<file path="src/rtl/add_sub_pkg.sv">
// Shared types and constants for the multi-cycle add/sub block.
// Latency: n/a (package only).
// Backpressure: n/a (package only).
package add_sub_pkg;

  // FSM encoding shared by the datapath and anyone decoding debug state.
  typedef logic [1:0] state_t;
  localparam state_t ST_IDLE = 2'd0;
  localparam state_t ST_CALC = 2'd1;
  localparam state_t ST_DONE = 2'd2;

  // Number of chunk steps for one operation.
  function automatic int nchunk(input int width, input int chunk);
    return width / chunk;
  endfunction

  // Chunk index width; a single-chunk build still needs a 1-bit index.
  function automatic int idx_w(input int n);
    return (n > 1) ? $clog2(n) : 1;
  endfunction

  // Saturation limits for a WIDTH-bit signed value (WIDTH <= 64).
  function automatic logic [63:0] max_pos(input int width);
    return (64'd1 << (width - 1)) - 64'd1;
  endfunction

  function automatic logic [63:0] min_neg(input int width);
    return 64'd1 << (width - 1);
  endfunction

endpackage

</file>
<file path="src/rtl/add_sub_multicycle_if.sv">
// Operand/result handshake bundle for add_sub_multicycle.
// Latency: n/a (wires only).
// Backpressure: in_ready/out_ready carry the valid-ready flow control.
interface add_sub_multicycle_if #(
  parameter int WIDTH = 16
);
  logic             in_valid;
  logic             in_ready;
  logic [WIDTH-1:0] a;
  logic [WIDTH-1:0] b;
  logic             sub;
  logic             out_valid;
  logic             out_ready;
  logic [WIDTH-1:0] sum;
  logic             carry;
  logic             overflow;
  logic             zero;

  // Producer/consumer side: presents operands, takes results.
  modport master (
    output in_valid, a, b, sub, out_ready,
    input  in_ready, out_valid, sum, carry, overflow, zero
  );

  // Arithmetic block side.
  modport slave (
    input  in_valid, a, b, sub, out_ready,
    output in_ready, out_valid, sum, carry, overflow, zero
  );
endinterface

</file>
<file path="src/rtl/add_sub_chunk.sv">
// Combinational CHUNK-bit add/sub slice: a + (b ^ {sub}) + cin.
// Latency: 0 cycles (pure combinational).
// Backpressure: none; caller sequences the slice.
module add_sub_chunk #(
  parameter int CHUNK = 4
) (
  input  logic [CHUNK-1:0] a,
  input  logic [CHUNK-1:0] b,
  input  logic             sub,
  input  logic             cin,
  output logic [CHUNK-1:0] sum,
  output logic             cout,
  output logic             c_msb_in
);
  logic [CHUNK-1:0] b_x;
  logic [CHUNK:0]   full;

  // One ripple step; the carry into the top bit falls out of sum^a^b at that bit.
  always_comb begin
    b_x      = b ^ {CHUNK{sub}};
    full     = {1'b0, a} + {1'b0, b_x} + {{CHUNK{1'b0}}, cin};
    sum      = full[CHUNK-1:0];
    cout     = full[CHUNK];
    c_msb_in = full[CHUNK-1] ^ a[CHUNK-1] ^ b_x[CHUNK-1];
  end
endmodule

</file>
<file path="src/rtl/add_sub_multicycle.sv">
// Multi-cycle WIDTH-bit add/sub, CHUNK bits per clock; optional ADDSUB_SAT_EN saturation.
// Latency: out_valid rises NCHUNK cycles after the accept edge.
// Backpressure: in_ready only in IDLE; result held in DONE until out_ready.
module add_sub_multicycle
  import add_sub_pkg::*;
#(
  parameter int WIDTH = 16,
  parameter int CHUNK = 4
) (
  input logic                clk,
  input logic                reset_n,
  add_sub_multicycle_if.slave bus
);
  localparam int NCHUNK = nchunk(WIDTH, CHUNK);
  localparam int IDX_W  = idx_w(NCHUNK);
  localparam logic [IDX_W-1:0] LAST_IDX = IDX_W'(NCHUNK - 1);

  state_t           state;
  logic [WIDTH-1:0] a_r;
  logic [WIDTH-1:0] b_r;
  logic             sub_r;
  logic             c_r;
  logic [IDX_W-1:0] idx;
  logic [WIDTH-1:0] acc;

  // Result registers stay separate from the accumulator so the visible
  // sum keeps its last value while the next operation is in flight.
  logic [WIDTH-1:0] sum_r;
  logic             carry_r;
  logic             ovf_r;
  logic             zero_r;

  logic [CHUNK-1:0] ch_sum;
  logic             ch_cout;
  logic             ch_cmsb;
  logic [WIDTH-1:0] final_sum;
  logic [WIDTH-1:0] res_sum;
  logic             ovf_now;

  // The single slice is time-multiplexed over the latched operands.
  add_sub_chunk #(.CHUNK(CHUNK)) u_chunk (
    .a        (a_r[idx*CHUNK +: CHUNK]),
    .b        (b_r[idx*CHUNK +: CHUNK]),
    .sub      (sub_r),
    .cin      (c_r),
    .sum      (ch_sum),
    .cout     (ch_cout),
    .c_msb_in (ch_cmsb)
  );

  // Assemble the complete sum as it will look once the current chunk lands.
  always_comb begin
    final_sum                      = acc;
    final_sum[idx*CHUNK +: CHUNK]  = ch_sum;
    ovf_now                        = ch_cmsb ^ ch_cout;
  end

`ifdef ADDSUB_SAT_EN
  localparam logic [WIDTH-1:0] MAX_POS = WIDTH'(max_pos(WIDTH));
  localparam logic [WIDTH-1:0] MIN_NEG = WIDTH'(min_neg(WIDTH));

  // Clamp toward the sign of A whenever signed overflow occurs.
  always_comb begin
    res_sum = final_sum;
    if (ovf_now) res_sum = a_r[WIDTH-1] ? MIN_NEG : MAX_POS;
  end
`else
  // Plain modulo-2^WIDTH result.
  always_comb begin
    res_sum = final_sum;
  end
`endif

  // Handshake outputs decode directly from state.
  always_comb begin
    bus.in_ready  = (state == ST_IDLE);
    bus.out_valid = (state == ST_DONE);
    bus.sum       = sum_r;
    bus.carry     = carry_r;
    bus.overflow  = ovf_r;
    bus.zero      = zero_r;
  end

  // Sequencer: latch operands, ripple one chunk per cycle, hold the result.
  always_ff @(posedge clk or negedge reset_n) begin
    if (!reset_n) begin
      state   <= ST_IDLE;
      a_r     <= '0;
      b_r     <= '0;
      sub_r   <= 1'b0;
      c_r     <= 1'b0;
      idx     <= '0;
      acc     <= '0;
      sum_r   <= '0;
      carry_r <= 1'b0;
      ovf_r   <= 1'b0;
      zero_r  <= 1'b0;
    end else begin
      case (state)
        ST_IDLE: begin
          if (bus.in_valid) begin
            a_r   <= bus.a;
            b_r   <= bus.b;
            sub_r <= bus.sub;
            c_r   <= bus.sub;  // +1 of the two's-complement negate
            idx   <= '0;
            acc   <= '0;
            state <= ST_CALC;
          end
        end
        ST_CALC: begin
          acc[idx*CHUNK +: CHUNK] <= ch_sum;
          c_r                     <= ch_cout;
          if (idx == LAST_IDX) begin
            sum_r   <= res_sum;
            carry_r <= ch_cout ^ sub_r;  // borrow is the inverted carry for subtract
            ovf_r   <= ovf_now;
            zero_r  <= (res_sum == '0);
            state   <= ST_DONE;
          end else begin
            idx <= idx + 1'b1;
          end
        end
        ST_DONE: begin
          if (bus.out_ready) state <= ST_IDLE;
        end
        default: state <= ST_IDLE;
      endcase
    end
  end
endmodule

</file>
<file path="src/flat_wrapper.sv">
// flat-port wrapper written by rule: the top's interface ports become plain ports
module add_sub_multicycle_flat import add_sub_pkg::*;
#(
  parameter int WIDTH = 16,
  parameter int CHUNK = 4
)
  (clk, reset_n, bus_in_valid, bus_a, bus_b, bus_sub, bus_out_ready, bus_in_ready, bus_out_valid, bus_sum, bus_carry, bus_overflow, bus_zero);
  add_sub_multicycle_if #(.WIDTH(WIDTH)) bus_i ();
  input logic clk;
  input logic reset_n;
  input wire logic [$bits(bus_i.in_valid)-1:0] bus_in_valid;
  input wire logic [$bits(bus_i.a)-1:0] bus_a;
  input wire logic [$bits(bus_i.b)-1:0] bus_b;
  input wire logic [$bits(bus_i.sub)-1:0] bus_sub;
  input wire logic [$bits(bus_i.out_ready)-1:0] bus_out_ready;
  output wire logic [$bits(bus_i.in_ready)-1:0] bus_in_ready;
  output wire logic [$bits(bus_i.out_valid)-1:0] bus_out_valid;
  output wire logic [$bits(bus_i.sum)-1:0] bus_sum;
  output wire logic [$bits(bus_i.carry)-1:0] bus_carry;
  output wire logic [$bits(bus_i.overflow)-1:0] bus_overflow;
  output wire logic [$bits(bus_i.zero)-1:0] bus_zero;
  assign bus_i.in_valid = bus_in_valid;
  assign bus_i.a = bus_a;
  assign bus_i.b = bus_b;
  assign bus_i.sub = bus_sub;
  assign bus_i.out_ready = bus_out_ready;
  assign bus_in_ready = bus_i.in_ready;
  assign bus_out_valid = bus_i.out_valid;
  assign bus_sum = bus_i.sum;
  assign bus_carry = bus_i.carry;
  assign bus_overflow = bus_i.overflow;
  assign bus_zero = bus_i.zero;
  add_sub_multicycle #(.WIDTH(WIDTH), .CHUNK(CHUNK)) u_core (.clk(clk), .reset_n(reset_n), .bus(bus_i));
endmodule
</file>
<file path="config.mk">
export PLATFORM = sky130hd
export DESIGN_NAME = add_sub_multicycle_flat
export DESIGN_NICKNAME = d
export VERILOG_FILES = /design/src/rtl/add_sub_pkg.sv /design/src/rtl/add_sub_multicycle_if.sv /design/src/rtl/add_sub_chunk.sv /design/src/rtl/add_sub_multicycle.sv /design/src/flat_wrapper.sv
export SDC_FILE = /design/constraint.sdc
export NUM_CORES = 1
export LEC_CHECK = 0
export ABC_AREA = 1
export BUFFER_PORTS_ARGS = -buffer_cell sky130_fd_sc_hd__buf_2
export CAP_MARGIN = 25
export CORE_UTILIZATION = 45
export CTS_CLUSTER_SIZE = 14
export DETAILED_ROUTE_END_ITERATION = 12
export GPL_TIMING_DRIVEN = 0
export PLACE_DENSITY = 0.66
export SLEW_MARGIN = 10
export SYNTH_ARGS = -nofsm -noshare
export SYNTH_HDL_FRONTEND = slang
export SYNTH_HIERARCHICAL = 1
export SYNTH_SLANG_ARGS = --single-unit
</file>
<file path="constraint.sdc">
create_clock -name clk -period 3.71 [get_ports clk]
set_input_delay 0.742 -clock clk [delete_from_list [all_inputs] [get_ports clk]]
set_output_delay 0.742 -clock clk [all_outputs]
set_load 0.005 [all_outputs]
</file>
==> qor.json, run 1 <==
{
  "outcome": {"value": "completed"},
  "timing.final.ws_setup": {"value": 0.395, "unit": "ns"},
  "synth_seq_area_share": {"value": 0.496},
  "num-nets-final": {"value": 578},
  "dieHeight": {"value": 92.5, "unit": "µm"},
  "powerDensity": {"value": 1020, "unit": "nW/µm²"},
  "finalMaxSlewViolations": {"value": 0},
  "finalWirelength": {"value": 8640, "unit": "µm"},
  "crit_fanout": {"value": 12},
  "via_per_inst": {"value": 4.95},
  "max_cap_viol_count": {"value": 0},
  "synth_top_flop_cell": {"value": "sky130_fd_sc_hd__dfrtp_1"},
  "postSynthAreaPerCell": {"value": 7.99, "unit": "µm²"},
  "setup.worst_path.start_class": {"value": "flop"},
  "ant_nets": {"value": 0},
  "dp_worst_setup_slack": {"value": 0.238, "unit": "ns"},
  "p_int": {"value": 0.00243, "unit": "W"},
  "firstDrtPassIters": {"value": 4},
  "async_reset_ff_frac": {"value": 1.00},
  "yosys_warnings": {"value": 6},
  "yosys-top-cells-count": {"value": "177 x sky130_fd_sc_hd__nand2_1, 73 x sky130_fd_sc_hd__dfrtp_1, 36 x sky130_fd_sc_hd__o21ai_0, 35 x sky130_fd_sc_hd__nor2_1, 34 x sky130_fd_sc_hd__inv_1"},
  "worstRegToRegCells": {"value": 19},
  "cts.root.buffer_cell": {"value": "sky130_fd_sc_hd__clkbuf_8"},
  "initial_util": {"value": 0.472},
  "synthesis.area": {"value": 3680, "unit": "µm²"},
  "netSwitchingPower": {"value": 0.00201, "unit": "W"},
  "grt_first_pass_wirelength": {"value": 15100, "unit": "µm"},
  "post_synth_inst_count": {"value": 461},
  "power.clock.fraction": {"value": 0.156},
  "synthMostInstantiatedCell": {"value": "sky130_fd_sc_hd__nand2_1"},
  "register_area": {"value": 1830, "unit": "µm²"},
  "critical_path.endpoint_type": {"value": "flop"},
  "clock_sink_count": {"value": 73},
  "synth_top_area_share": {"value": 0.496},
  "setup.reg_to_reg.worst_slack": {"value": 0.39, "unit": "ns"},
  "finalHoldViolations": {"value": 0},
  "p_seq_frac": {"value": 0.297},
  "cts_setup_buffers": {"value": 0},
  "max-slew-margin-rel": {"value": 0.709},
  "timing.final.crit_share": {"value": 0.894},
  "grt_antenna_before_repair": {"value": 0},
  "ioPinCount": {"value": 58},
  "timing.fmax": {"value": 0.302, "unit": "GHz"},
  "drcViolationCount": {"value": 0},
  "comb_power_share": {"value": 0.547},
  "r2r-start": {"value": "u_core/idx[0]$_DFFE_PN0P_"},
  "criticalPathCategory": {"value": "reg -> reg"},
  "synth_edf_count": {"value": 0},
  "vdd_drop_max": {"value": 0.515, "unit": "mV"},
  "dr_total_vias": {"value": 3148},
  "area_growth": {"value": 18.2, "unit": "%"},
  "global_route.overflow_total": {"value": 0},
  "final_setup_vio_count": {"value": 0},
  "die_width": {"value": 92.5, "unit": "µm"},
  "leakage": {"value": 2.32, "unit": "nW"},
  "number_of_different_library_cells_in_the_post_synthesis_netlist": {"value": 31},
  "cts-root-to-sink-buffers": {"value": 2},
  "clock_skew": {"value": 0.00897, "unit": "ns"},
  "post_route_cells_drive_above_1_share": {"value": 0.200},
  "timing_worst_slew_pin_value": {"value": 0.432, "unit": "ns"},
  "port-buffer-count": {"value": 57},
  "first_global_vias": {"value": 3131},
  "fill_cells": {"value": 803},
  "tritoncts": {"value": "yes"},
  "grt_usage": {"value": 0.229},
  "drt-initial-drc-count": {"value": 149},
  "reg2reg_to": {"value": "u_core/bus.zero$_DFFE_PN0P_"},
  "fin_setup_tns": {"value": 0, "unit": "ns"},
  "detailedPlacementHpwl": {"value": 6320, "unit": "µm"},
  "cts_buffers": {"value": 9},
  "clk_pin_slew": {"value": 0.08, "unit": "ns"},
  "rsz_0062_raised_after_global_routing": {"value": "no"},
  "worst_skew_pair.late_latency": {"value": 0.35, "unit": "ns"},
  "fp-row-count": {"value": 32},
  "worstPathArrival": {"value": 3.57, "unit": "ns"},
  "cts_htree_levels": {"value": 3},
  "hp-class": {"value": "in -> async"},
  "diodes": {"value": 0},
  "required": {"value": 3.96, "unit": "ns"},
  "drt-wirelength-per-cell": {"value": 13.6, "unit": "µm"},
  "core": {"value": 7810, "unit": "µm²"},
  "yosys_register_bits": {"value": 73},
  "multi_input_area": {"value": 1620, "unit": "µm²"},
  "final.min_clock_period": {"value": 3.32, "unit": "ns"},
  "grt_max_degree": {"value": 43},
  "cell_taking_the_most_area_after_synthesis": {"value": "sky130_fd_sc_hd__dfrtp_1"},
  "gpl.final_weighted_congestion": {"value": 0.873},
  "synth.net_count": {"value": 509},
  "synthTopCellsByArea": {"value": "sky130_fd_sc_hd__dfrtp_1 50%, sky130_fd_sc_hd__nand2_1 18%, sky130_fd_sc_hd__o21ai_0 4.9%, sky130_fd_sc_hd__nor2_1 3.6%, sky130_fd_sc_hd__inv_1 3.5%"},
  "die-area": {"value": 8550, "unit": "µm²"},
  "power_switching_share": {"value": 0.453}
}
[layout by cell type (no fill, tap or decap), types with 2 or more instances in the layout]
| master | instances |
|---|---|
| sky130_fd_sc_hd__a21oi_1 | 4 |
| sky130_fd_sc_hd__a22o_1 | 4 |
| sky130_fd_sc_hd__buf_2 | 65 |
| sky130_fd_sc_hd__buf_4 | 2 |
| sky130_fd_sc_hd__buf_6 | 3 |
| sky130_fd_sc_hd__bufinv_16 | 2 |
| sky130_fd_sc_hd__clkbuf_1 | 3 |
| sky130_fd_sc_hd__clkbuf_8 | 10 |
| sky130_fd_sc_hd__clkinvlp_4 | 3 |
| sky130_fd_sc_hd__dfrtp_1 | 72 |
| sky130_fd_sc_hd__fa_1 | 2 |
| sky130_fd_sc_hd__ha_1 | 9 |
| sky130_fd_sc_hd__inv_1 | 34 |
| sky130_fd_sc_hd__inv_2 | 3 |
| sky130_fd_sc_hd__nand2_1 | 177 |
| sky130_fd_sc_hd__nand2_2 | 5 |
| sky130_fd_sc_hd__nand3_1 | 21 |
| sky130_fd_sc_hd__nand3b_1 | 2 |
| sky130_fd_sc_hd__nor2_1 | 35 |
| sky130_fd_sc_hd__nor2_4 | 3 |
| sky130_fd_sc_hd__o21ai_0 | 36 |
| sky130_fd_sc_hd__o21ai_1 | 8 |
| sky130_fd_sc_hd__o22ai_1 | 12 |
| sky130_fd_sc_hd__xnor2_1 | 3 |
| sky130_fd_sc_hd__xor2_1 | 2 |
[how the worst max path moves through the flow]
| stage | startpoint | endpoint | slack, ns | cells past startpoint |
|---|---|---|---|---|
| global placement | u_core/idx[0]$_DFFE_PN0P_ | u_core/bus.zero$_DFFE_PN0P_ | 0.31 | 19 |
| global route | u_core/idx[0]$_DFFE_PN0P_ | u_core/bus.zero$_DFFE_PN0P_ | 0.02 | 19 |
| floorplan | u_core/idx[0]$_DFFE_PN0P_ | u_core/bus.zero$_DFFE_PN0P_ | 0.94 | 19 |
| finish | u_core/idx[0]$_DFFE_PN0P_ | u_core/bus.zero$_DFFE_PN0P_ | 0.39 | 19 |
| CTS | u_core/idx[0]$_DFFE_PN0P_ | u_core/bus.zero$_DFFE_PN0P_ | 0.20 | 19 |
| detailed placement | u_core/idx[0]$_DFFE_PN0P_ | u_core/bus.zero$_DFFE_PN0P_ | 0.24 | 19 |
[power by group through the flow]
stage,sequential (W),combinational (W),clock (W)
2_1_floorplan,0.00129,0.00178,0
3_3_place_gp,0.00132,0.00231,0
3_5_place_dp,0.00133,0.00239,0
4_1_cts,0.00132,0.00240,0.000710
5_1_grt,0.00136,0.00279,0.000738
6_report,0.00132,0.00243,0.000691
[registers in the layout (all words and copies together), names as in the netlist]
| name | cells |
|---|---|
| u_core/state | 2 |
| u_core/b_r | 16 |
| u_core/sub_r | 1 |
| u_core/idx | 2 |
| u_core/bus.overflow | 1 |
| u_core/a_r | 16 |
| u_core/c_r | 1 |
| u_core/bus.carry | 1 |
| u_core/bus.sum | 16 |
| u_core/acc | 16 |
| u_core/bus.zero | 1 |
[cells by family (layout without fill, tap and decap cells)]
kind of cell	after synthesis	in the layout	synth area share
buffers and inverters	56	129	0.0676
xor gates and xnor gates	6	6	0.0143
and+or+nand+nor	247	247	0.275
AOI/OAI and AO/OA	68	68	0.106
DFF	73	73	0.496
adders and majority gates	11	11	0.0414
[per-layer routing]
metal	wire length, µm	GRT usage	up-vias
li1	-	-	1593
met2	4140	0.375	74
met5	0	0	-
met3	376	0.0616	7
met1	4040	0.297	1474
met4	81	0.0625	0
[what timing repair did]
| action | CTS | global route |
|---|---|---|
| setup endpoints to repair | 0 | 3 |
| hold buffers | 0 | 0 |
| hold endpoints to repair | 0 | 0 |
| resized for setup | 0 | 6 |
[final cells by class]
class	instances	area share
clock inverters	5	0.0184
repair buffers	58	0.0707
well taps	102	0.0293
multi-input cells	332	0.371
inverters	39	0.0350
plain buffers	17	0.0241
clock buffers	10	0.0316
flip-flops and latches	73	0.420
[metrics by stage]
stage | hold slack, ns | instance area [µm²] | total power, W | util | cells
2_1_floorplan | 0.444 | 3680 | 0.00307 | - | 461
3_3_place_gp | 0.460 | 4100 | 0.00362 | 0.525 | 620
3_5_place_dp | 0.460 | 4120 | 0.00372 | 0.528 | 621
4_1_cts | 0.322 | 4340 | 0.00443 | 0.556 | 636
5_1_grt | 0.336 | 4360 | 0.00489 | 0.558 | 636
6_report | 0.323 | 4360 | 0.00444 | 0.558 | 636
[worst max-delay path: stages, from the launching register on]
cell                       delay [ns]
sky130_fd_sc_hd__dfrtp_1         0.44
sky130_fd_sc_hd__inv_1           0.14
sky130_fd_sc_hd__clkbuf_4        0.22
sky130_fd_sc_hd__buf_4           0.21
sky130_fd_sc_hd__nor2_1          0.06
sky130_fd_sc_hd__o22ai_1         0.25
sky130_fd_sc_hd__xnor2_1         0.21
sky130_fd_sc_hd__fa_1            0.22
sky130_fd_sc_hd__inv_1           0.07
sky130_fd_sc_hd__fa_1            0.43
sky130_fd_sc_hd__xor2_2          0.23
sky130_fd_sc_hd__inv_1           0.06
sky130_fd_sc_hd__nor2_1          0.16
sky130_fd_sc_hd__nand3_1         0.09
sky130_fd_sc_hd__o21ai_0         0.11
sky130_fd_sc_hd__nor2_1          0.06
sky130_fd_sc_hd__nand2_1         0.10
sky130_fd_sc_hd__nor2_1          0.06
sky130_fd_sc_hd__nand2_1         0.05
sky130_fd_sc_hd__nand2_1         0.04
Note: power is estimated with default switching activity, not from simulation.
==> run 2, diff against run 1 <==
--- a/config.mk
+++ b/config.mk
@@ -8,11 +8,10 @@
 export ABC_AREA = 1
 export BUFFER_PORTS_ARGS = -buffer_cell sky130_fd_sc_hd__buf_2
 export CAP_MARGIN = 25
-export CORE_UTILIZATION = 45
+export CORE_UTILIZATION = 30
 export CTS_CLUSTER_SIZE = 14
 export DETAILED_ROUTE_END_ITERATION = 12
 export GPL_TIMING_DRIVEN = 0
-export PLACE_DENSITY = 0.66
 export SLEW_MARGIN = 10
 export SYNTH_ARGS = -nofsm -noshare
 export SYNTH_HDL_FRONTEND = slang
==> run 2 against run 1 <==
Effect of this change: hold slack got worse by 0.024 ns; die area grew 49%; sequential cell count unchanged; clock power up 45%; setup slack got worse by 0.077 ns; clock skew decreased by 0.0023 ns; clock-buffer cell count unchanged; maximum frequency decreased by 2.3%; total power up 6.9%; combinational power hardly changed; critical endpoint unchanged; largest cell class unchanged.
==> qor.json, run 2 (synthesis gave the netlist of run 1 again) <==
{
  "outcome": {"value": "completed", "change": "unchanged"},
  "tritoncts": {"value": "yes", "change": "unchanged"},
  "drt-initial-drc-count": {"value": 159, "change": "was 149"},
  "grt_max_degree": {"value": 53, "change": "was 43"},
  "initial_util": {"value": 0.307, "change": "was 0.472"},
  "required": {"value": 3.93, "unit": "ns", "change": "was 3.96 ns"},
  "diodes": {"value": 0, "change": "unchanged"},
  "setup.worst_path.start_class": {"value": "flop", "change": "unchanged"},
  "num-nets-final": {"value": 578, "change": "unchanged"},
  "grt_first_pass_wirelength": {"value": 16000, "unit": "µm", "change": "was 15100 µm"},
  "dp_worst_setup_slack": {"value": 0.255, "unit": "ns", "change": "was 0.238 ns"},
  "cts-root-to-sink-buffers": {"value": 2, "change": "unchanged"},
  "finalHoldViolations": {"value": 0, "change": "unchanged"},
  "ioPinCount": {"value": 58, "change": "unchanged"},
  "layout_common_cells": {"value": "177 x sky130_fd_sc_hd__nand2_1, 72 x sky130_fd_sc_hd__dfrtp_1, 66 x sky130_fd_sc_hd__buf_2, 36 x sky130_fd_sc_hd__o21ai_0, 35 x sky130_fd_sc_hd__nor2_1", "change": "was 177 x sky130_fd_sc_hd__nand2_1, 72 x sky130_fd_sc_hd__dfrtp_1, 65 x sky130_fd_sc_hd__buf_2, 36 x sky130_fd_sc_hd__o21ai_0, 35 x sky130_fd_sc_hd__nor2_1"},
  "clock_sink_count": {"value": 73, "change": "unchanged"},
  "rsz_0062_raised_after_global_routing": {"value": "no", "change": "unchanged"},
  "criticalPathCategory": {"value": "reg -> reg", "change": "unchanged"},
  "grt_usage": {"value": 0.160, "change": "was 0.229"},
  "vdd_drop_max": {"value": 0.348, "unit": "mV", "change": "was 0.515 mV"},
  "first_global_vias": {"value": 3299, "change": "was 3131"},
  "fp-row-count": {"value": 40, "change": "was 32"},
  "post-route-util": {"value": 0.378, "change": "was 0.558"},
  "cts_htree_levels": {"value": 3, "change": "unchanged"},
  "clk_pin_slew": {"value": 0.06, "unit": "ns", "change": "was 0.08 ns"},
  "mostFrequentLayoutCell": {"value": "sky130_fd_sc_hd__nand2_1", "change": "unchanged"},
  "global_route.overflow_total": {"value": 0, "change": "unchanged"},
  "drcViolationCount": {"value": 0, "change": "unchanged"},
  "drt-wirelength-per-cell": {"value": 13.5, "unit": "µm", "change": "was 13.6 µm"},
  "worstPathArrival": {"value": 3.61, "unit": "ns", "change": "was 3.57 ns"},
  "detailedPlacementHpwl": {"value": 6600, "unit": "µm", "change": "was 6320 µm"},
  "timing.fmax": {"value": 0.295, "unit": "GHz", "change": "was 0.302 GHz"},
  "timing.final.ws_setup": {"value": 0.317, "unit": "ns", "change": "was 0.395 ns"},
  "port-buffer-count": {"value": 57, "change": "unchanged"},
  "die-area": {"value": 12700, "unit": "µm²", "change": "was 8550 µm²"},
  "max-slew-margin-rel": {"value": 0.716, "change": "was 0.709"},
  "via_per_inst": {"value": 4.66, "change": "was 4.95"},
  "finalMaxSlewViolations": {"value": 0, "change": "unchanged"},
  "critical_path.endpoint_type": {"value": "flop", "change": "unchanged"},
  "firstDrtPassIters": {"value": 5, "change": "was 4"},
  "hp-class": {"value": "in -> async", "change": "unchanged"},
  "fin_setup_tns": {"value": 0, "unit": "ns", "change": "unchanged"},
  "cts_buffers": {"value": 9, "change": "unchanged"},
  "crit_fanout": {"value": 12, "change": "unchanged"},
  "timing.final.crit_share": {"value": 0.914, "change": "was 0.894"},
  "finalWirelength": {"value": 9240, "unit": "µm", "change": "was 8640 µm"},
  "core": {"value": 12000, "unit": "µm²", "change": "was 7810 µm²"},
  "area_growth": {"value": 23.3, "unit": "%", "change": "was 18.2%"},
  "final_setup_vio_count": {"value": 0, "change": "unchanged"},
  "max_cap_viol_count": {"value": 0, "change": "unchanged"},
  "dieHeight": {"value": 113, "unit": "µm", "change": "was 92.5 µm"},
  "dr_total_vias": {"value": 3180, "change": "was 3148"},
  "timing_worst_slew_pin_value": {"value": 0.427, "unit": "ns", "change": "was 0.432 ns"},
  "post_route_cells_drive_above_1_share": {"value": 0.200, "change": "about the same"},
  "die_width": {"value": 113, "unit": "µm", "change": "was 92.5 µm"},
  "grt_antenna_before_repair": {"value": 0, "change": "unchanged"},
  "gpl.final_weighted_congestion": {"value": 0.868, "change": "was 0.873"},
  "leakage": {"value": 2.38, "unit": "nW", "change": "was 2.32 nW"},
  "final.min_clock_period": {"value": 3.39, "unit": "ns", "change": "was 3.32 ns"},
  "worst_skew_pair.late_latency": {"value": 0.33, "unit": "ns", "change": "was 0.35 ns"},
  "holdBufCountCts": {"value": 0, "change": "unchanged"},
  "ant_nets": {"value": 0, "change": "unchanged"},
  "powerDensity": {"value": 1040, "unit": "nW/µm²", "change": "was 1020 nW/µm²"},
  "cts.root.buffer_cell": {"value": "sky130_fd_sc_hd__clkbuf_16", "change": "was sky130_fd_sc_hd__clkbuf_8"},
  "clock_skew": {"value": 0.00664, "unit": "ns", "change": "was 0.00897 ns"}
}
[run 2: changes by cell type in the layout (fill, tap and decap cells not counted)]
cell | before | now
sky130_fd_sc_hd__clkbuf_1 | 3 | 4
sky130_fd_sc_hd__bufinv_16 | 2 | 3
sky130_fd_sc_hd__inv_6 | 0 | 1
sky130_fd_sc_hd__clkbuf_8 | 10 | 0
sky130_fd_sc_hd__buf_2 | 65 | 66
sky130_fd_sc_hd__buf_16 | 0 | 1
sky130_fd_sc_hd__clkinvlp_4 | 3 | 2
sky130_fd_sc_hd__clkbuf_16 | 0 | 9
sky130_fd_sc_hd__clkinv_4 | 0 | 1
sky130_fd_sc_hd__buf_4 | 2 | 1
sky130_fd_sc_hd__buf_12 | 1 | 0
sky130_fd_sc_hd__clkinv_2 | 1 | 0
[run 2: metal layers]
metal  vias up  wire length, µm  track usage
met3         5              463       0.0380
met5         -                0            0
met2        97             4400        0.276
li1       1600                -            -
met1      1478             4310        0.208
met4         0               59       0.0267
[run 2: area by class of cell]
cell class | instances | area (µm²)
buffer | 17 | 103
fill | 1249 | 7470
timing repair buffer | 58 | 315
inverter | 39 | 153
clock inverter | 6 | 115
sequential | 73 | 1830
tap | 147 | 184
multi-input combinational | 332 | 1620
clock buffer | 10 | 229
[run 2: worst paths after layout]
check                                          start                              to  slack (ns)  depth (start not counted)
setup / recovery           u_core/idx[0]$_DFFE_PN0P_     u_core/bus.zero$_DFFE_PN0P_        0.32                         19
hold / removal                               reset_n  u_core/bus.sum[12]$_DFFE_PN0P_        0.30                          1
setup reg to reg           u_core/idx[0]$_DFFE_PN0P_     u_core/bus.zero$_DFFE_PN0P_        0.32                         19
hold reg to reg            u_core/b_r[6]$_DFFE_PN0P_       u_core/b_r[6]$_DFFE_PN0P_        0.48                          2
max in group asynchronous                    reset_n       u_core/idx[1]$_DFFE_PN0P_        2.85                          2
min in group clk           u_core/b_r[6]$_DFFE_PN0P_       u_core/b_r[6]$_DFFE_PN0P_        0.48                          2
[run 2: power by group]
part	internal, W	switching (W)
clock network	0.000661	0.000343
registers	0.00113	0.000195
logic	0.000899	0.00152
total	0.00269	0.00206
[run 2: worst max-delay path: stages, from the launching register on]
cell	delay (ns)
sky130_fd_sc_hd__dfrtp_1	0.43
sky130_fd_sc_hd__inv_1	0.14
sky130_fd_sc_hd__buf_2	0.24
sky130_fd_sc_hd__clkbuf_4	0.28
sky130_fd_sc_hd__nor2_1	0.07
sky130_fd_sc_hd__o22ai_1	0.21
sky130_fd_sc_hd__xnor2_1	0.18
sky130_fd_sc_hd__fa_1	0.20
sky130_fd_sc_hd__inv_1	0.07
sky130_fd_sc_hd__fa_1	0.42
sky130_fd_sc_hd__xor2_2	0.26
sky130_fd_sc_hd__inv_1	0.06
sky130_fd_sc_hd__nor2_1	0.17
sky130_fd_sc_hd__nand3_1	0.11
sky130_fd_sc_hd__nand2_1	0.11
sky130_fd_sc_hd__nor2_1	0.06
sky130_fd_sc_hd__nand3_1	0.11
sky130_fd_sc_hd__nor2_1	0.06
sky130_fd_sc_hd__nand2_1	0.06
sky130_fd_sc_hd__nand2_1	0.05
[run 2: timing repair]
action	4_1_cts	5_1_grt
gates resized for setup	0	4
endpoints found under the setup margin	0	2
buffers inserted	0	0
[run 2: through the flow]
| stage | hold WS (ns) | instances | cell area (µm²) | power [W] |
|---|---|---|---|---|
| final | 0.299 | 682 | 4540 | 0.00475 |
| after global routing | 0.317 | 682 | 4540 | 0.00518 |
| after CTS | 0.303 | 682 | 4530 | 0.00474 |
| after detailed placement | 0.460 | 666 | 4180 | 0.00371 |
| after global placement | 0.458 | 665 | 4150 | 0.00364 |
| after floorplan | 0.444 | 461 | 3680 | 0.00307 |
==> run 3, diff against run 2 <==
--- a/config.mk
+++ b/config.mk
@@ -8,6 +8,7 @@
 export ABC_AREA = 1
 export BUFFER_PORTS_ARGS = -buffer_cell sky130_fd_sc_hd__buf_2
 export CAP_MARGIN = 25
+export CORE_ASPECT_RATIO = 0.6
 export CORE_UTILIZATION = 30
 export CTS_CLUSTER_SIZE = 14
 export DETAILED_ROUTE_END_ITERATION = 12
==> run 3 against run 2 <==
Effect of this change: die area rose by 0.11%; critical path depth did not move; cell count rose by 1.9%; wire length rose by 6.1%; sequential cell count did not move; global-route usage rose by 0.96 points; cell area fell by 1.5%; utilization rose by 0.64 points; clock power fell by 20%; setup slack got worse by 0.070 ns; clock-buffer cell count rose by 3; combinational power barely moved; critical path type unchanged.
==> qor.json, run 3 (synthesis gave the netlist of run 1 again) <==
{
  "final.min_clock_period": {"value": 3.46, "unit": "ns", "change": "was 3.39 ns"},
  "global_route.overflow_total": {"value": 0, "change": "unchanged"},
  "clock_skew": {"value": 0.00647, "unit": "ns", "change": "was 0.00664 ns"},
  "postCtsResizedCells": {"value": 0, "change": "unchanged"},
  "dieHeight": {"value": 87.8, "unit": "µm", "change": "was 113 µm"},
  "fp-row-count": {"value": 30, "change": "was 40"},
  "cts_setup_buffers": {"value": 0, "change": "unchanged"},
  "max_cap_viol_count": {"value": 0, "change": "unchanged"},
  "cts_htree_levels": {"value": 3, "change": "unchanged"},
  "holdBufCountCts": {"value": 0, "change": "unchanged"},
  "cts-root-to-sink-buffers": {"value": 2, "change": "unchanged"},
  "first_global_vias": {"value": 3098, "change": "was 3299"},
  "criticalPathCategory": {"value": "reg -> reg", "change": "unchanged"},
  "vdd_drop_max": {"value": 0.341, "unit": "mV", "change": "was 0.348 mV"},
  "cts.root.buffer_cell": {"value": "sky130_fd_sc_hd__clkbuf_16", "change": "unchanged"},
  "via_per_inst": {"value": 4.68, "change": "was 4.66"},
  "ant_nets": {"value": 0, "change": "unchanged"},
  "setup.worst_path.start_class": {"value": "flop", "change": "unchanged"},
  "worstRegToRegCells": {"value": 19, "change": "unchanged"},
  "fill_cells": {"value": 1223, "change": "was 1249"},
  "grt_usage": {"value": 0.170, "change": "was 0.160"},
  "firstDrtPassIters": {"value": 5, "change": "unchanged"},
  "clk_pin_slew": {"value": 0.05, "unit": "ns", "change": "was 0.06 ns"},
  "grt_max_degree": {"value": 63, "change": "was 53"},
  "cts_buffers": {"value": 9, "change": "unchanged"},
  "final_setup_vio_count": {"value": 0, "change": "unchanged"},
  "powerDensity": {"value": 1030, "unit": "nW/µm²", "change": "was 1040 nW/µm²"},
  "hp-class": {"value": "in -> async", "change": "unchanged"},
  "die-area": {"value": 12700, "unit": "µm²", "change": "about the same"},
  "p_int": {"value": 0.00250, "unit": "W", "change": "was 0.00269 W"},
  "drt-wirelength-per-cell": {"value": 14.1, "unit": "µm", "change": "was 13.5 µm"},
  "setup.reg_to_reg.worst_slack": {"value": 0.25, "unit": "ns", "change": "was 0.32 ns"},
  "timing.fmax": {"value": 0.289, "unit": "GHz", "change": "was 0.295 GHz"},
  "detailedPlacementHpwl": {"value": 7440, "unit": "µm", "change": "was 6600 µm"},
  "critical_path.endpoint_type": {"value": "flop", "change": "unchanged"},
  "core": {"value": 11600, "unit": "µm²", "change": "was 12000 µm²"},
  "power.clock.fraction": {"value": 0.174, "change": "was 0.211"},
  "timing.final.crit_share": {"value": 0.933, "change": "was 0.914"},
  "finalMaxSlewViolations": {"value": 0, "change": "unchanged"},
  "drcViolationCount": {"value": 0, "change": "unchanged"},
  "comb_power_share": {"value": 0.530, "change": "was 0.510"},
  "p_seq_frac": {"value": 0.296, "change": "was 0.279"},
  "fin_setup_tns": {"value": 0, "unit": "ns", "change": "unchanged"},
  "placed_area": {"value": 4200, "unit": "µm²", "change": "was 4180 µm²"},
  "worst_skew_pair.late_latency": {"value": 0.34, "unit": "ns", "change": "was 0.33 ns"},
  "dr_total_vias": {"value": 3252, "change": "was 3180"},
  "timing_worst_slew_pin_value": {"value": 0.457, "unit": "ns", "change": "was 0.427 ns"},
  "layout_common_cells": {"value": "177 x sky130_fd_sc_hd__nand2_1, 73 x sky130_fd_sc_hd__dfrtp_1, 67 x sky130_fd_sc_hd__buf_2, 36 x sky130_fd_sc_hd__o21ai_0, 35 x sky130_fd_sc_hd__nor2_1", "change": "was 177 x sky130_fd_sc_hd__nand2_1, 72 x sky130_fd_sc_hd__dfrtp_1, 66 x sky130_fd_sc_hd__buf_2, 36 x sky130_fd_sc_hd__o21ai_0, 35 x sky130_fd_sc_hd__nor2_1"},
  "port-buffer-count": {"value": 57, "change": "unchanged"},
  "diodes": {"value": 0, "change": "unchanged"},
  "clock_sink_count": {"value": 73, "change": "unchanged"},
  "r2r-start": {"value": "u_core/idx[0]$_DFFE_PN0P_", "change": "unchanged"},
  "outcome": {"value": "completed", "change": "unchanged"},
  "die_width": {"value": 145, "unit": "µm", "change": "was 113 µm"},
  "post_route_cells_drive_above_1_share": {"value": 0.193, "change": "was 0.200"},
  "crit_fanout": {"value": 12, "change": "unchanged"},
  "tritoncts": {"value": "yes", "change": "unchanged"},
  "finalHoldViolations": {"value": 0, "change": "unchanged"},
  "leakage": {"value": 2.36, "unit": "nW", "change": "was 2.38 nW"},
  "worstPathArrival": {"value": 3.69, "unit": "ns", "change": "was 3.61 ns"},
  "final_area": {"value": 4480, "unit": "µm²", "change": "was 4540 µm²"},
  "rsz_0062_raised_after_global_routing": {"value": "no", "change": "unchanged"},
  "ioPinCount": {"value": 58, "change": "unchanged"},
  "power_switching_share": {"value": 0.455, "change": "was 0.434"},
  "initial_util": {"value": 0.317, "change": "was 0.307"},
  "drt-initial-drc-count": {"value": 229, "change": "was 159"},
  "gpl.final_weighted_congestion": {"value": 0.948, "change": "was 0.868"},
  "finalWirelength": {"value": 9800, "unit": "µm", "change": "was 9240 µm"},
  "mostFrequentLayoutCell": {"value": "sky130_fd_sc_hd__nand2_1", "change": "unchanged"},
  "netSwitchingPower": {"value": 0.00209, "unit": "W", "change": "was 0.00206 W"},
  "area_growth": {"value": 21.5, "unit": "%", "change": "was 23.3%"},
  "num-nets-final": {"value": 578, "change": "unchanged"},
  "max-slew-margin-rel": {"value": 0.692, "change": "was 0.716"},
  "p_total": {"value": 0.00459, "unit": "W", "change": "was 0.00475 W"},
  "grt_first_pass_wirelength": {"value": 16400, "unit": "µm", "change": "was 16000 µm"},
  "reg2reg_to": {"value": "u_core/bus.zero$_DFFE_PN0P_", "change": "unchanged"},
  "grt_antenna_before_repair": {"value": 0, "change": "unchanged"},
  "required": {"value": 3.93, "unit": "ns", "change": "about the same"}
}
## run 3: cell count changes in the layout (fill, tap and decap cells not counted), moves of 2 or more
| cell | previous run | this run |
|---|---|---|
| sky130_fd_sc_hd__clkbuf_8 | 0 | 2 |
| sky130_fd_sc_hd__clkinv_2 | 0 | 3 |
| sky130_fd_sc_hd__bufinv_16 | 3 | 0 |
| sky130_fd_sc_hd__clkinvlp_4 | 2 | 0 |
## run 3: area by class of cell
| cell class | count | area, µm² | share of cell area |
|---|---|---|---|
| Multi-Input combinational cell | 332 | 1610 | 0.360 |
| Clock inverter | 3 | 15.0 | 0.00335 |
| Clock buffer | 13 | 260 | 0.0581 |
| Buffer | 17 | 100 | 0.0224 |
| Inverter | 39 | 149 | 0.0333 |
| Tap cell | 160 | 200 | 0.0447 |
| Sequential cell | 73 | 1830 | 0.408 |
| Timing Repair Buffer | 58 | 315 | 0.0705 |
## run 3: power by group through the flow
stage | clock, W | combinational (W) | sequential (W)
3_3_place_gp | 0 | 0.00233 | 0.00136
3_5_place_dp | 0 | 0.00240 | 0.00136
5_1_grt | 0.000855 | 0.00274 | 0.00140
6_report | 0.000800 | 0.00243 | 0.00136
4_1_cts | 0.000818 | 0.00242 | 0.00136
2_1_floorplan | 0 | 0.00178 | 0.00129
## run 3: through the flow
step	worst slack, ns	util	instances	hold slack, ns
2_1_floorplan	0.940	-	461	0.444
3_3_place_gp	0.342	0.358	678	0.464
3_5_place_dp	0.272	0.361	679	0.466
4_1_cts	0.264	0.385	695	0.241
5_1_grt	0.0206	0.385	695	0.251
6_report	0.247	0.385	695	0.246
## run 3: layer usage
layer / track usage / vias to the layer above / wire [µm] / share of wire
met1: 0.270 / 1506 / 5390 / 0.55
met4: 0.0498 / 0 / 84 / 0.0086
li1: - / 1609 / - / -
met2: 0.205 / 128 / 3480 / 0.35
met3: 0.0578 / 9 / 845 / 0.086
met5: 0 / - / 0 / 0
## run 3: critical path, cell delays in order (launching register included)
cell	delay (ns)
sky130_fd_sc_hd__dfrtp_1	0.44
sky130_fd_sc_hd__inv_1	0.14
sky130_fd_sc_hd__buf_2	0.22
sky130_fd_sc_hd__buf_2	0.29
sky130_fd_sc_hd__nor2_1	0.06
sky130_fd_sc_hd__o22ai_1	0.22
sky130_fd_sc_hd__xnor2_1	0.17
sky130_fd_sc_hd__fa_1	0.20
sky130_fd_sc_hd__inv_1	0.07
sky130_fd_sc_hd__fa_1	0.41
sky130_fd_sc_hd__xor2_1	0.29
sky130_fd_sc_hd__inv_1	0.07
sky130_fd_sc_hd__nor2_1	0.16
sky130_fd_sc_hd__nand3_1	0.14
sky130_fd_sc_hd__nand2_1	0.11
sky130_fd_sc_hd__nor2_1	0.06
sky130_fd_sc_hd__nand3_1	0.13
sky130_fd_sc_hd__nor2_1	0.05
sky130_fd_sc_hd__nand2_1	0.06
sky130_fd_sc_hd__nand2_1	0.05
## run 3: how the worst max path moves through the flow
stage | from | to | slack (ns) | depth (start not counted)
finish | u_core/idx[0]$_DFFE_PN0P_ | u_core/bus.zero$_DFFE_PN0P_ | 0.25 | 19
global route | u_core/idx[0]$_DFFE_PN0P_ | u_core/bus.zero$_DFFE_PN0P_ | 0.02 | 19
CTS | u_core/idx[0]$_DFFE_PN0P_ | u_core/bus.zero$_DFFE_PN0P_ | 0.26 | 19
detailed placement | u_core/idx[0]$_DFFE_PN0P_ | u_core/bus.zero$_DFFE_PN0P_ | 0.27 | 19
global placement | u_core/idx[0]$_DFFE_PN0P_ | u_core/bus.zero$_DFFE_PN0P_ | 0.34 | 19
floorplan | u_core/idx[0]$_DFFE_PN0P_ | u_core/bus.zero$_DFFE_PN0P_ | 0.94 | 19
